--- src/rtl/param_combo_lock_pkg.sv ---
// Shared types and helpers for the combination-lock core: mode codes, edge detect, width math.
package param_combo_lock_pkg;

    typedef enum logic [1:0] {
        MODE_SET     = 2'b00,
        MODE_LOCKED  = 2'b01,
        MODE_LOCKOUT = 2'b10,
        MODE_OPEN    = 2'b11
    } mode_t;

    // Value the button history registers take out of reset.
    localparam logic BTN_HIST_RST = 1'b0;

    function automatic logic rise(input logic now, input logic prev);
        return now & ~prev;
    endfunction

    // Bits needed to hold 0..max_val, never less than one.
    function automatic int width_of(input int max_val);
        return (max_val < 2) ? 1 : $clog2(max_val + 1);
    endfunction

    function automatic int cnt_width(input int cycles, input int esc);
        longint span;
        span = longint'(cycles) << esc;
        return $clog2(span + 1);
    endfunction

endpackage

--- src/rtl/param_combo_lock_if.sv ---
// Switch/button inputs and display/status outputs of the combination-lock core.
interface param_combo_lock_if
    import param_combo_lock_pkg::*;
#(
    parameter int NUM_DIGITS     = 6,
    parameter int DIGIT_W        = 4,
    parameter int MAX_ATTEMPTS   = 3,
    parameter int LOCKOUT_CYCLES = 50000000,
    parameter int MAX_ESC        = 3
);
    localparam int AW    = width_of(MAX_ATTEMPTS);
    localparam int CNT_W = cnt_width(LOCKOUT_CYCLES, MAX_ESC);

    logic [DIGIT_W-1:0]            digit_in;
    logic                          btn_enter;
    logic                          btn_back;
    logic                          btn_change;
    logic                          btn_relock;
    mode_t                         mode;
    logic [NUM_DIGITS*DIGIT_W-1:0] disp_digits;
    logic [NUM_DIGITS-1:0]         disp_mask;
    logic [AW-1:0]                 attempts_left;
    logic [CNT_W-1:0]              lockout_remain;
    logic                          ok_pulse;
    logic                          fail_pulse;
    logic                          err_pulse;

    modport master (
        output digit_in, btn_enter, btn_back, btn_change, btn_relock,
        input  mode, disp_digits, disp_mask, attempts_left, lockout_remain,
               ok_pulse, fail_pulse, err_pulse
    );

    modport slave (
        input  digit_in, btn_enter, btn_back, btn_change, btn_relock,
        output mode, disp_digits, disp_mask, attempts_left, lockout_remain,
               ok_pulse, fail_pulse, err_pulse
    );

endinterface

--- src/rtl/param_combo_lock_lockout_timer.sv ---
// Purpose: lockout down-counter, load value LOCKOUT_CYCLES << level.
// Latency: count visible the cycle after load; done is combinational on count==1.
// Backpressure: none; decrements every cycle until zero.
module param_combo_lock_lockout_timer
    import param_combo_lock_pkg::*;
#(
    parameter int LOCKOUT_CYCLES = 50000000,
    parameter int MAX_ESC        = 3
) (
    input  logic                                           clk,
    input  logic                                           rst,
    input  logic                                           load,
    input  logic [width_of(MAX_ESC)-1:0]                   level,
    output logic [cnt_width(LOCKOUT_CYCLES, MAX_ESC)-1:0]  count,
    output logic                                           done
);
    localparam int CNT_W = cnt_width(LOCKOUT_CYCLES, MAX_ESC);
    localparam logic [CNT_W-1:0] BASE = CNT_W'(LOCKOUT_CYCLES);

    always_ff @(posedge clk) begin
        if (rst) begin
            count <= '0;
        end else if (load) begin
            count <= BASE << level;
        end else if (count != '0) begin
            count <= count - 1'b1;
        end
    end

    assign done = (count == CNT_W'(1));

endmodule

--- src/rtl/param_combo_lock.sv ---
// Purpose: combination-lock core, digit entry with SET/LOCKED/LOCKOUT/OPEN modes and escalating lockout.
// Latency: button action registered the cycle after its rising edge; evaluation one cycle after the last digit.
// Backpressure: none; button edges arriving in ignored modes are dropped.
module param_combo_lock
    import param_combo_lock_pkg::*;
#(
    parameter int NUM_DIGITS     = 6,
    parameter int DIGIT_W        = 4,
    parameter int DIGIT_MAX      = 9,
    parameter int MAX_ATTEMPTS   = 3,
    parameter int LOCKOUT_CYCLES = 50000000,
    parameter int MAX_ESC        = 3,
    parameter int MASK_ENTRY     = 1
) (
    input logic               clk,
    input logic               rst,
    param_combo_lock_if.slave lk
);
    localparam int PW    = width_of(NUM_DIGITS);
    localparam int AW    = width_of(MAX_ATTEMPTS);
    localparam int LW    = width_of(MAX_ESC);
    localparam int CNT_W = cnt_width(LOCKOUT_CYCLES, MAX_ESC);

    mode_t                                mode;
    logic [NUM_DIGITS-1:0][DIGIT_W-1:0]   dbuf;
    logic [NUM_DIGITS-1:0][DIGIT_W-1:0]   password;
    logic [NUM_DIGITS-1:0]                fill;
    logic [PW-1:0]                        pos;
    logic [AW-1:0]                        attempts;
    logic [LW-1:0]                        level;
    logic                                 enter_q, back_q, change_q, relock_q;
    logic                                 ok_q, fail_q, err_q;
    logic                                 enter_e, back_e, change_e, relock_e;
    logic                                 entry_mode, complete, match, lock_now, tmr_done;
    logic [CNT_W-1:0]                     tmr_count;

    assign enter_e    = rise(lk.btn_enter,  enter_q);
    assign back_e     = rise(lk.btn_back,   back_q);
    assign change_e   = rise(lk.btn_change, change_q);
    assign relock_e   = rise(lk.btn_relock, relock_q);

    assign entry_mode = (mode == MODE_SET) || (mode == MODE_LOCKED);
    assign complete   = entry_mode && (pos == PW'(NUM_DIGITS));
    assign match      = (dbuf == password);
    assign lock_now   = complete && (mode == MODE_LOCKED) && !match && (attempts == AW'(1));

    param_combo_lock_lockout_timer #(
        .LOCKOUT_CYCLES (LOCKOUT_CYCLES),
        .MAX_ESC        (MAX_ESC)
    ) u_timer (
        .clk   (clk),
        .rst   (rst),
        .load  (lock_now),
        .level (level),
        .count (tmr_count),
        .done  (tmr_done)
    );

    always_ff @(posedge clk) begin
        if (rst) begin
            mode     <= MODE_SET;
            dbuf     <= '0;
            password <= '0;
            fill     <= '0;
            pos      <= '0;
            attempts <= AW'(MAX_ATTEMPTS);
            level    <= '0;
            enter_q  <= BTN_HIST_RST;
            back_q   <= BTN_HIST_RST;
            change_q <= BTN_HIST_RST;
            relock_q <= BTN_HIST_RST;
            ok_q     <= 1'b0;
            fail_q   <= 1'b0;
            err_q    <= 1'b0;
        end else begin
            enter_q  <= lk.btn_enter;
            back_q   <= lk.btn_back;
            change_q <= lk.btn_change;
            relock_q <= lk.btn_relock;
            ok_q     <= 1'b0;
            fail_q   <= 1'b0;
            err_q    <= 1'b0;

            case (mode)
                MODE_SET, MODE_LOCKED: begin
                    // A full buffer is evaluated before any new button edge is honoured.
                    if (complete) begin
                        dbuf <= '0;
                        fill <= '0;
                        pos  <= '0;
                        if (mode == MODE_SET) begin
                            password <= dbuf;
                            mode     <= MODE_LOCKED;
                            attempts <= AW'(MAX_ATTEMPTS);
                        end else if (match) begin
                            mode     <= MODE_OPEN;
                            ok_q     <= 1'b1;
                            attempts <= AW'(MAX_ATTEMPTS);
                            level    <= '0;
                        end else begin
                            fail_q   <= 1'b1;
                            attempts <= attempts - 1'b1;
                            if (lock_now) begin
                                mode  <= MODE_LOCKOUT;
                                level <= (level == LW'(MAX_ESC)) ? level : level + 1'b1;
                            end
                        end
                    end else if (enter_e) begin
                        if (int'(lk.digit_in) > DIGIT_MAX) begin
                            err_q <= 1'b1;
                        end else if (pos < PW'(NUM_DIGITS)) begin
                            for (int i = 0; i < NUM_DIGITS; i++) begin
                                if (pos == PW'(i)) begin
                                    dbuf[i] <= lk.digit_in;
                                    fill[i] <= 1'b1;
                                end
                            end
                            pos <= pos + 1'b1;
                        end
                    end else if (back_e && (pos != '0)) begin
                        for (int i = 0; i < NUM_DIGITS; i++) begin
                            if (pos == PW'(i + 1)) begin
                                dbuf[i] <= '0;
                                fill[i] <= 1'b0;
                            end
                        end
                        pos <= pos - 1'b1;
                    end
                end
                MODE_LOCKOUT: begin
                    if (tmr_done) begin
                        mode     <= MODE_LOCKED;
                        attempts <= AW'(MAX_ATTEMPTS);
                    end
                end
                MODE_OPEN: begin
                    if (relock_e) begin
                        mode <= MODE_LOCKED;
                    end else if (change_e) begin
                        mode <= MODE_SET;
                    end
                end
                default: mode <= MODE_SET;
            endcase
        end
    end

    assign lk.mode           = mode;
    assign lk.disp_digits    = ((MASK_ENTRY != 0) && (mode == MODE_LOCKED)) ? '0 : dbuf;
    assign lk.disp_mask      = (mode == MODE_LOCKOUT) ? '0 : fill;
    assign lk.attempts_left  = attempts;
    assign lk.lockout_remain = tmr_count;
    assign lk.ok_pulse       = ok_q;
    assign lk.fail_pulse     = fail_q;
    assign lk.err_pulse      = err_q;

endmodule

--- src/flat_wrapper.sv ---
// flat-port wrapper written by rule: the top's interface ports become plain ports
module param_combo_lock_flat import param_combo_lock_pkg::*;
#(
    parameter int NUM_DIGITS     = 6,
    parameter int DIGIT_W        = 4,
    parameter int DIGIT_MAX      = 9,
    parameter int MAX_ATTEMPTS   = 3,
    parameter int LOCKOUT_CYCLES = 50000000,
    parameter int MAX_ESC        = 3,
    parameter int MASK_ENTRY     = 1
)
  (clk, rst, lk_digit_in, lk_btn_enter, lk_btn_back, lk_btn_change, lk_btn_relock, lk_mode, lk_disp_digits, lk_disp_mask, lk_attempts_left, lk_lockout_remain, lk_ok_pulse, lk_fail_pulse, lk_err_pulse);
  param_combo_lock_if #(.NUM_DIGITS(NUM_DIGITS), .DIGIT_W(DIGIT_W), .MAX_ATTEMPTS(MAX_ATTEMPTS), .LOCKOUT_CYCLES(LOCKOUT_CYCLES), .MAX_ESC(MAX_ESC)) lk_i ();
  input logic clk;
  input logic rst;
  input wire logic [$bits(lk_i.digit_in)-1:0] lk_digit_in;
  input wire logic [$bits(lk_i.btn_enter)-1:0] lk_btn_enter;
  input wire logic [$bits(lk_i.btn_back)-1:0] lk_btn_back;
  input wire logic [$bits(lk_i.btn_change)-1:0] lk_btn_change;
  input wire logic [$bits(lk_i.btn_relock)-1:0] lk_btn_relock;
  output wire logic [$bits(lk_i.mode)-1:0] lk_mode;
  output wire logic [$bits(lk_i.disp_digits)-1:0] lk_disp_digits;
  output wire logic [$bits(lk_i.disp_mask)-1:0] lk_disp_mask;
  output wire logic [$bits(lk_i.attempts_left)-1:0] lk_attempts_left;
  output wire logic [$bits(lk_i.lockout_remain)-1:0] lk_lockout_remain;
  output wire logic [$bits(lk_i.ok_pulse)-1:0] lk_ok_pulse;
  output wire logic [$bits(lk_i.fail_pulse)-1:0] lk_fail_pulse;
  output wire logic [$bits(lk_i.err_pulse)-1:0] lk_err_pulse;
  assign lk_i.digit_in = lk_digit_in;
  assign lk_i.btn_enter = lk_btn_enter;
  assign lk_i.btn_back = lk_btn_back;
  assign lk_i.btn_change = lk_btn_change;
  assign lk_i.btn_relock = lk_btn_relock;
  assign lk_mode = lk_i.mode;
  assign lk_disp_digits = lk_i.disp_digits;
  assign lk_disp_mask = lk_i.disp_mask;
  assign lk_attempts_left = lk_i.attempts_left;
  assign lk_lockout_remain = lk_i.lockout_remain;
  assign lk_ok_pulse = lk_i.ok_pulse;
  assign lk_fail_pulse = lk_i.fail_pulse;
  assign lk_err_pulse = lk_i.err_pulse;
  param_combo_lock #(.NUM_DIGITS(NUM_DIGITS), .DIGIT_W(DIGIT_W), .DIGIT_MAX(DIGIT_MAX), .MAX_ATTEMPTS(MAX_ATTEMPTS), .LOCKOUT_CYCLES(LOCKOUT_CYCLES), .MAX_ESC(MAX_ESC), .MASK_ENTRY(MASK_ENTRY)) u_core (.clk(clk), .rst(rst), .lk(lk_i));
endmodule
--- config.mk ---
export PLATFORM = sky130hd
export DESIGN_NAME = param_combo_lock_flat
export DESIGN_NICKNAME = d
export VERILOG_FILES = /design/src/rtl/param_combo_lock_pkg.sv /design/src/rtl/param_combo_lock_if.sv /design/src/rtl/param_combo_lock_lockout_timer.sv /design/src/rtl/param_combo_lock.sv /design/src/flat_wrapper.sv
export SDC_FILE = /design/constraint.sdc
export NUM_CORES = 1
export LEC_CHECK = 0
export BUFFER_PORTS_ARGS = -buffer_cell sky130_fd_sc_hd__buf_2
export CAP_MARGIN = 30
export CORE_ASPECT_RATIO = 1.5
export CORE_MARGIN = 5
export CORE_UTILIZATION = 62
export CTS_CLUSTER_SIZE = 16
export DETAILED_ROUTE_END_ITERATION = 7
export PLACE_DENSITY = 0.95
export SETUP_SLACK_MARGIN = 0.15
export SLEW_MARGIN = 10
export SYNTH_ARGS = -nofsm -noshare
export SYNTH_HDL_FRONTEND = slang
export SYNTH_SLANG_ARGS = --single-unit
export TNS_END_PERCENT = 30
--- constraint.sdc ---
create_clock -name clk -period 4.9 [get_ports clk]
set_input_delay 0 -clock clk [delete_from_list [all_inputs] [get_ports clk]]
set_output_delay 0 -clock clk [all_outputs]
set_load 0.05 [all_outputs]
; ---- Word level (Yosys, flattened, before mapping)
; Cells that the tools add are included.
[word_totals]
reg_bits = 99
latch_bits = 0
ram_bits = 0
romBits = 0
in_bits = 10
output_inout_bits = 66
word_cells = 173
n_memories = 0
[op_classes]
addsub = 5
multipliers = 0
div = 0
magnitude_cmp = 2
n_eq_ne = 26
n_shift = 1
muxes = 62
n_bitwise = 12
reduce_logical = 35
[op_table]
columns = operator, count
row1 = $mux W24, 6
row2 = $mux W29, 2
row3 = $mux W4, 12
row4 = $mux W6, 6
row5 = $reduce_and A6 Y1, 6
row6 = $eq A29 B1 Y1 const B, 1
row7 = $reduce_bool A29 Y1, 1
row8 = $shl A26 B2 Y29 const A, 1
row9 = $sub A29 B1 Y29 const B, 1
row10 = $mux W2, 14
row11 = $eq A24 B24 Y1, 1
row12 = $ne A3 B3 Y1 const B, 8
row13 = $reduce_bool A3 Y1, 8
row14 = $mux W1, 15
row15 = $mux W3, 5
row16 = $eq A3 B3 Y1 const B, 3
row17 = $not A1 Y1, 8
row18 = $reduce_and A4 Y1, 2
row19 = $reduce_or A4 Y1, 2
row20 = $eq A2 B2 Y1 const B, 3
row21 = $eq A3 B2 Y1 const B, 2
row22 = $ne A2 B1 Y1 const B, 3
row23 = $pmux W2 S3, 1
row24 = $reduce_and A3 Y1, 2
row25 = other kinds (20), 30

; ---- Depth between registers and ports, before layout
[depth]
word_depth = 11
mapped_depth = 11
ltp_nobuf = 8

; ---- Cells and area by module
; Synthesis repeated with hierarchy kept, for this count alone.
[unflattened]
cells_unflattened = 588
area_unflattened_um2 = 5114.9
[modules_own_cells]
columns = mod, n_inst, cells_each, area_per_inst_um2, seq_area_each_um2
row1 = param_combo_lock, 1, 391, 3433.3, 1401.3
row2 = param_combo_lock_lockout_timer, 1, 197, 1681.6, 580.6

; ---- Worst setup path after synthesis
; No wires, ideal clock.
[synth_path]
path_type = reg2reg
start = register u_core.u_timer.count[10]
end = register u_core.mode[0] (netlist: u_core.lk.mode[0])
setup_time_ps = 130
arrival_time_ps = 2160
required_time_ps = 4770
path_slack_ps = 2610
stages_incl_launch_ff = 8
path_buffers = 1
period_less_slack_ps = 2290
path_cell_list = dfxtp_1 -> buf_2 -> nor4_4 -> nand4_2 -> or4_1 -> a31o_1 -> a32oi_1 -> o22ai_1
[synth_via]
elab_chain_cells = 3
[synth_rtl]
columns = item, line
row1 = start: declaration, param_combo_lock_lockout_timer.sv:14  ; output logic [cnt_width(LOCKOUT_CYCLES, MAX_ESC)-1:0] count,
row2 = start signal: assignment, param_combo_lock_lockout_timer.sv:24  ; count <= BASE << level;
row3 = start signal: assignment, param_combo_lock_lockout_timer.sv:26  ; count <= count - 1'b1;
row4 = $eq A29 B1 Y1, param_combo_lock_lockout_timer.sv:30  ; assign done = (count == CNT_W'(1));
row5 = $ne A2 B1 Y1 (no source line), -
row6 = $reduce_and A4 Y1 (no source line), -
row7 = end signal: assignment, param_combo_lock.sv:61  ; mode <= MODE_SET;
row8 = end signal: assignment, param_combo_lock.sv:93  ; mode <= MODE_LOCKED;
row9 = end signal: assignment, param_combo_lock.sv:96  ; mode <= MODE_OPEN;
row10 = end: declaration, param_combo_lock.sv:24  ; mode_t mode;
; No other way between the ends.
; A chain may end at the register's enable or synchronous reset.

; ---- Worst setup path after layout
[layout_path]
start = register u_core.mode[1] (netlist: u_core.lk.mode[1])
end = register u_core.u_timer.count[1]
[layout_via]
elab_chain_cells = 7
elab_cells_between_ends = 9
cone_classes = eq/ne (1) / mux (1) / reduce/logical (7)
[layout_rtl]
columns = item, line
row1 = $eq A2 B1 Y1 / $logic_not A2 Y1 (equally long branches), "param_combo_lock.sv:42, param_combo_lock.sv:45"
row2 = $logic_or A1 B1 Y1, param_combo_lock.sv:42  ; assign entry_mode = (mode == MODE_SET) || (mode == MODE_LOCKED);
row3 = $logic_and A1 B1 Y1, param_combo_lock.sv:43  ; assign complete = entry_mode && (pos == PW'(NUM_DIGITS));
row4 = $logic_and A1 B1 Y1 (*) (3 in series), param_combo_lock.sv:45  ; assign lock_now = complete && (mode == MODE_LOCKED) && !match && (attempts == AW'(1));
row5 = $mux W29 / $reduce_bool A2 Y1 (equally long branches), -
; Every way passes the cells marked *; elsewhere a longest branch is shown, timed or not.

==> metrics.md <==
| Metric | Value |
|---|---|
| Maximum root-to-sink buffer count | `2` |
| Post-layout util | `72.3%` |
| Post-Synth Simple-Gate Area | `28.5%` |
| Internal | `1.70 mW` |
| Net switching power | `1.35 mW` |
| Setup-failing EPs final | `0` |
| PD cells | `526 nW/um^2` |
| CP Capture Type | `flop` |
| Worst r2r src | `u_core.lk.mode[1]` |
| Post-synthesis net count | `631` |
| Post_cts resized | `0` |
| Total grt overflow | `0` |
| Worst-Skew Late Latency | `0.35 ns` |
| Final Slew Violations | `0` |
| Post-CTS setup buffers | `0` |
| Multi-input gate area | `2890 um^2` |
| Slew headroom | `42.2%` |
| Chip height | `121 um` |
| Num CTS Buffers | `9` |
| Post-CTS Hold Fix Bufs | `4` |
| Total number of H-tree levels | `3` |
| Clk slew on worst S/H paths | `0.07 ns` |
| Critical path's slowest cell | `nand2b_1` |
| Initial Utilization | `63.2%` |
| Initial DRC count | `222` |
| Worst hold path type | `input pin to flop` |
| Root buf cell | `clkbuf_16` |
| Setup TNS | `0 ns` |
| Port bufs | `75` |
| Async SR Flop Fraction | `0%` |
| Sequential power share | `34.3%` |
| Critical path class | `flop to flop` |
| Yosys cell types | `53` |
| CP arrival | `3.09 ns` |
| Fillcell total | `603` |
| Largest net degree at the start of global routing | `67` |
| Initial antenna violation count | `0` |
| Worst-Margin Slew | `0.868 ns` |
| CP peak stage delay | `0.74 ns` |
| Synthesized-area fraction occupied by adder cells | `4.45%` |
| Mean post-synth cell area | `8.40 um^2` |
| Worst Setup Start Kind | `flop` |
| Global-route wire length before repair | `21,500 um` |
| Flops & latches, synth | `99` |
| Cell Area, Placed | `5440 um^2` |
| Seq/Total Area, Yosys | `39.1%` |
| Clock network power share | `22.4%` |
| Lkg Pwr | `2.67 nW` |
| Ports | `76` |
| Hold path start | `lk_digit_in[3]` |
| Post-synth EDFFs | `0` |
| DP Wirelength | `9310 um` |
| Final period util | `57.5%` |
| Die ar. | `10,100 um^2` |
| GRT Util Overall | `26.2%` |
| Synth Area in Compound Gates | `9.86%` |
| Number of remaining DRC errors | `0` |
| Drt via density | `5.87` |
| Post-synthesis mux area share | `5.73%` |
| Ys flop type | `dfxtp_1` |
| First-pass DRT Iterations | `5` |
| FF+latch area | `1980 um^2` |
| Post-synthesis xor/xnor area fraction | `8.48%` |
| Post-route cell area | `5790 um^2` |
| Max Clock Skew | `0.00938 ns` |
| Logic pwr share | `43.3%` |
| DR vias | `4,532` |
| Syn Inst Count | `603` |
| Max-cap violations | `0` |
| TritonCTS clock tree | `done` |
| CTS sink count | `99` |
| Worst path required time | `5.17 ns` |
| Ordered cell list for the critical path | `nand2b_1 -> nor2_1 -> and2_1 -> o21ai_1 -> buf_4 -> nand2_1 -> a211oi_1` |
| Area grow syn2layout | `14.4%` |
| Hold Slack | `0.0624 ns` |
| Mapped Area | `5060 um^2` |
| Row count | `40` |
| Routability cong. | `0.939` |
| Largest family of logic cells by synthesized area | `simple AND/OR/NAND/NOR gates` |
| Placeable Area | `8010 um^2` |
| Fin nets | `690` |
| Die X | `83.8 um` |
| Synth Warn # | `0` |
| Status | `complete, no violations` |
| Crit Path Max Fanout | `30` |
| Most frequent cells in the layout | `dfxtp_1, buf_2, nand2_1` |
| Final wirelength | `12,900 um` |
| Post-route ant nets | `0` |
| Per-cell routed wire length | `16.8 um` |
| Most common cell after layout, fill and taps aside | `dfxtp_1` |
| Period minus WS final | `2.82 ns` |
| Crit path launch | `u_core.lk.mode[1]` |
| Layout cells sized above 1 | `17.4%` |
| Switching portion of total power | `44.3%` |
| Final Hold Fails | `0` |
| Worst IR Drop VDD | `0.000353 V` |
| Fmax | `355 MHz` |
| Vias in the first global route | `4,633` |
| RSZ-0062 raised after global routing | `false` |
| N_diodes | `0` |
==> registers in the layout, summed over array words and instances (netlist names) <==
name,count
u_core.back_q,1
u_core.change_q,1
u_core.dbuf,24
u_core.enter_q,1
u_core.fill,6
u_core.level,2
u_core.lk.attempts_left,2
u_core.lk.err_pulse,1
u_core.lk.fail_pulse,1
u_core.lk.mode,2
u_core.lk.ok_pulse,1
u_core.password,24
u_core.pos,3
u_core.relock_q,1
u_core.u_timer.count,29
==> worst paths after layout <==
path         depth (start not counted)  slack (ns)                      end
max                                  7        2.08  u_core.u_timer.count[1]
min                                  3        0.06      u_core.lk.err_pulse
max reg2reg                          7        2.08  u_core.u_timer.count[1]
min reg2reg                          2        0.47      u_core.password[14]
==> cells by family after synthesis <==
logic type                 count (synthesis)
DFF                                       99
adders and majority gates                 18
muxes                                     29
and+or+nand+nor                          273
AOI/OAI and AO/OA                         86
xor gates and xnor gates                  49
buffers and inverters                     49
==> power by group through the flow <==
| stage | combinational (mW) | clock, mW | sequential (mW) |
|---|---|---|---|
| 6_report | 1.32 | 0.681 | 1.05 |
| 5_1_grt | 1.43 | 0.726 | 1.06 |
| 4_1_cts | 1.31 | 0.695 | 1.04 |
| 3_5_place_dp | 1.30 | 0 | 1.06 |
| 3_3_place_gp | 1.26 | 0 | 1.05 |
| 2_1_floorplan | 0.777 | 0 | 1.31 |
==> routing by layer <==
layer / wire length [um] / vias to the layer above / GRT usage [%]
li1: - / 2182 / -
met5: 0 / - / 0
met3: 805 / 41 / 5.79
met1: 4880 / 2124 / 27.1
met2: 6740 / 185 / 48.7
met4: 508 / 0 / 13.6
==> per-stage QoR <==
stage,power (mW),std cells,setup WS [ns]
5_1_grt,3.22,772,1.83
4_1_cts,3.05,769,1.98
2_1_floorplan,2.09,603,2.61
6_report,3.05,772,2.08
3_3_place_gp,2.31,749,2.12
3_5_place_dp,2.36,749,1.99
==> worst max-delay path: cells and delay by family, from the launching register on <==
family	cells	cell delay [ns]
AO/OA/AOI/OAI	2	0.37
buffers and inverters	1	0.30
flip-flops	1	0.57
AND/OR/NAND/NOR	4	1.49
==> cells in the mapped netlist (5+ instances only) <==
library cell,number,area share [%]
dfxtp_1,99,39
nand2_1,71,5.3
nor2_1,58,4.3
a21oi_1,52,5.1
xor2_1,38,6.6
and2_1,34,4.2
clkbuf_1,29,2.2
mux2i_1,29,5.7
nand3_1,27,2.7
ha_1,18,4.4
nor3_1,18,1.8
nor4_1,13,1.6
inv_1,12,0.89
o21ai_0,12,1.2
xnor2_1,11,1.9
buf_2,6,0.59
nand2b_1,6,0.74
and3_1,5,0.62
nor2b_1,5,0.62
or3_1,5,0.62
or4_1,5,0.74
==> area by class of cell <==
cell class / instances / area share, %
multi-input combinational: 455 / 49.9
sequential: 99 / 34.2
timing repair buffer: 84 / 7.86
clock buffer: 9 / 3.89
tap: 105 / 2.27
clock inverter: 7 / 1.02
inverter: 13 / 0.842
(Power assumes the default switching activity.)
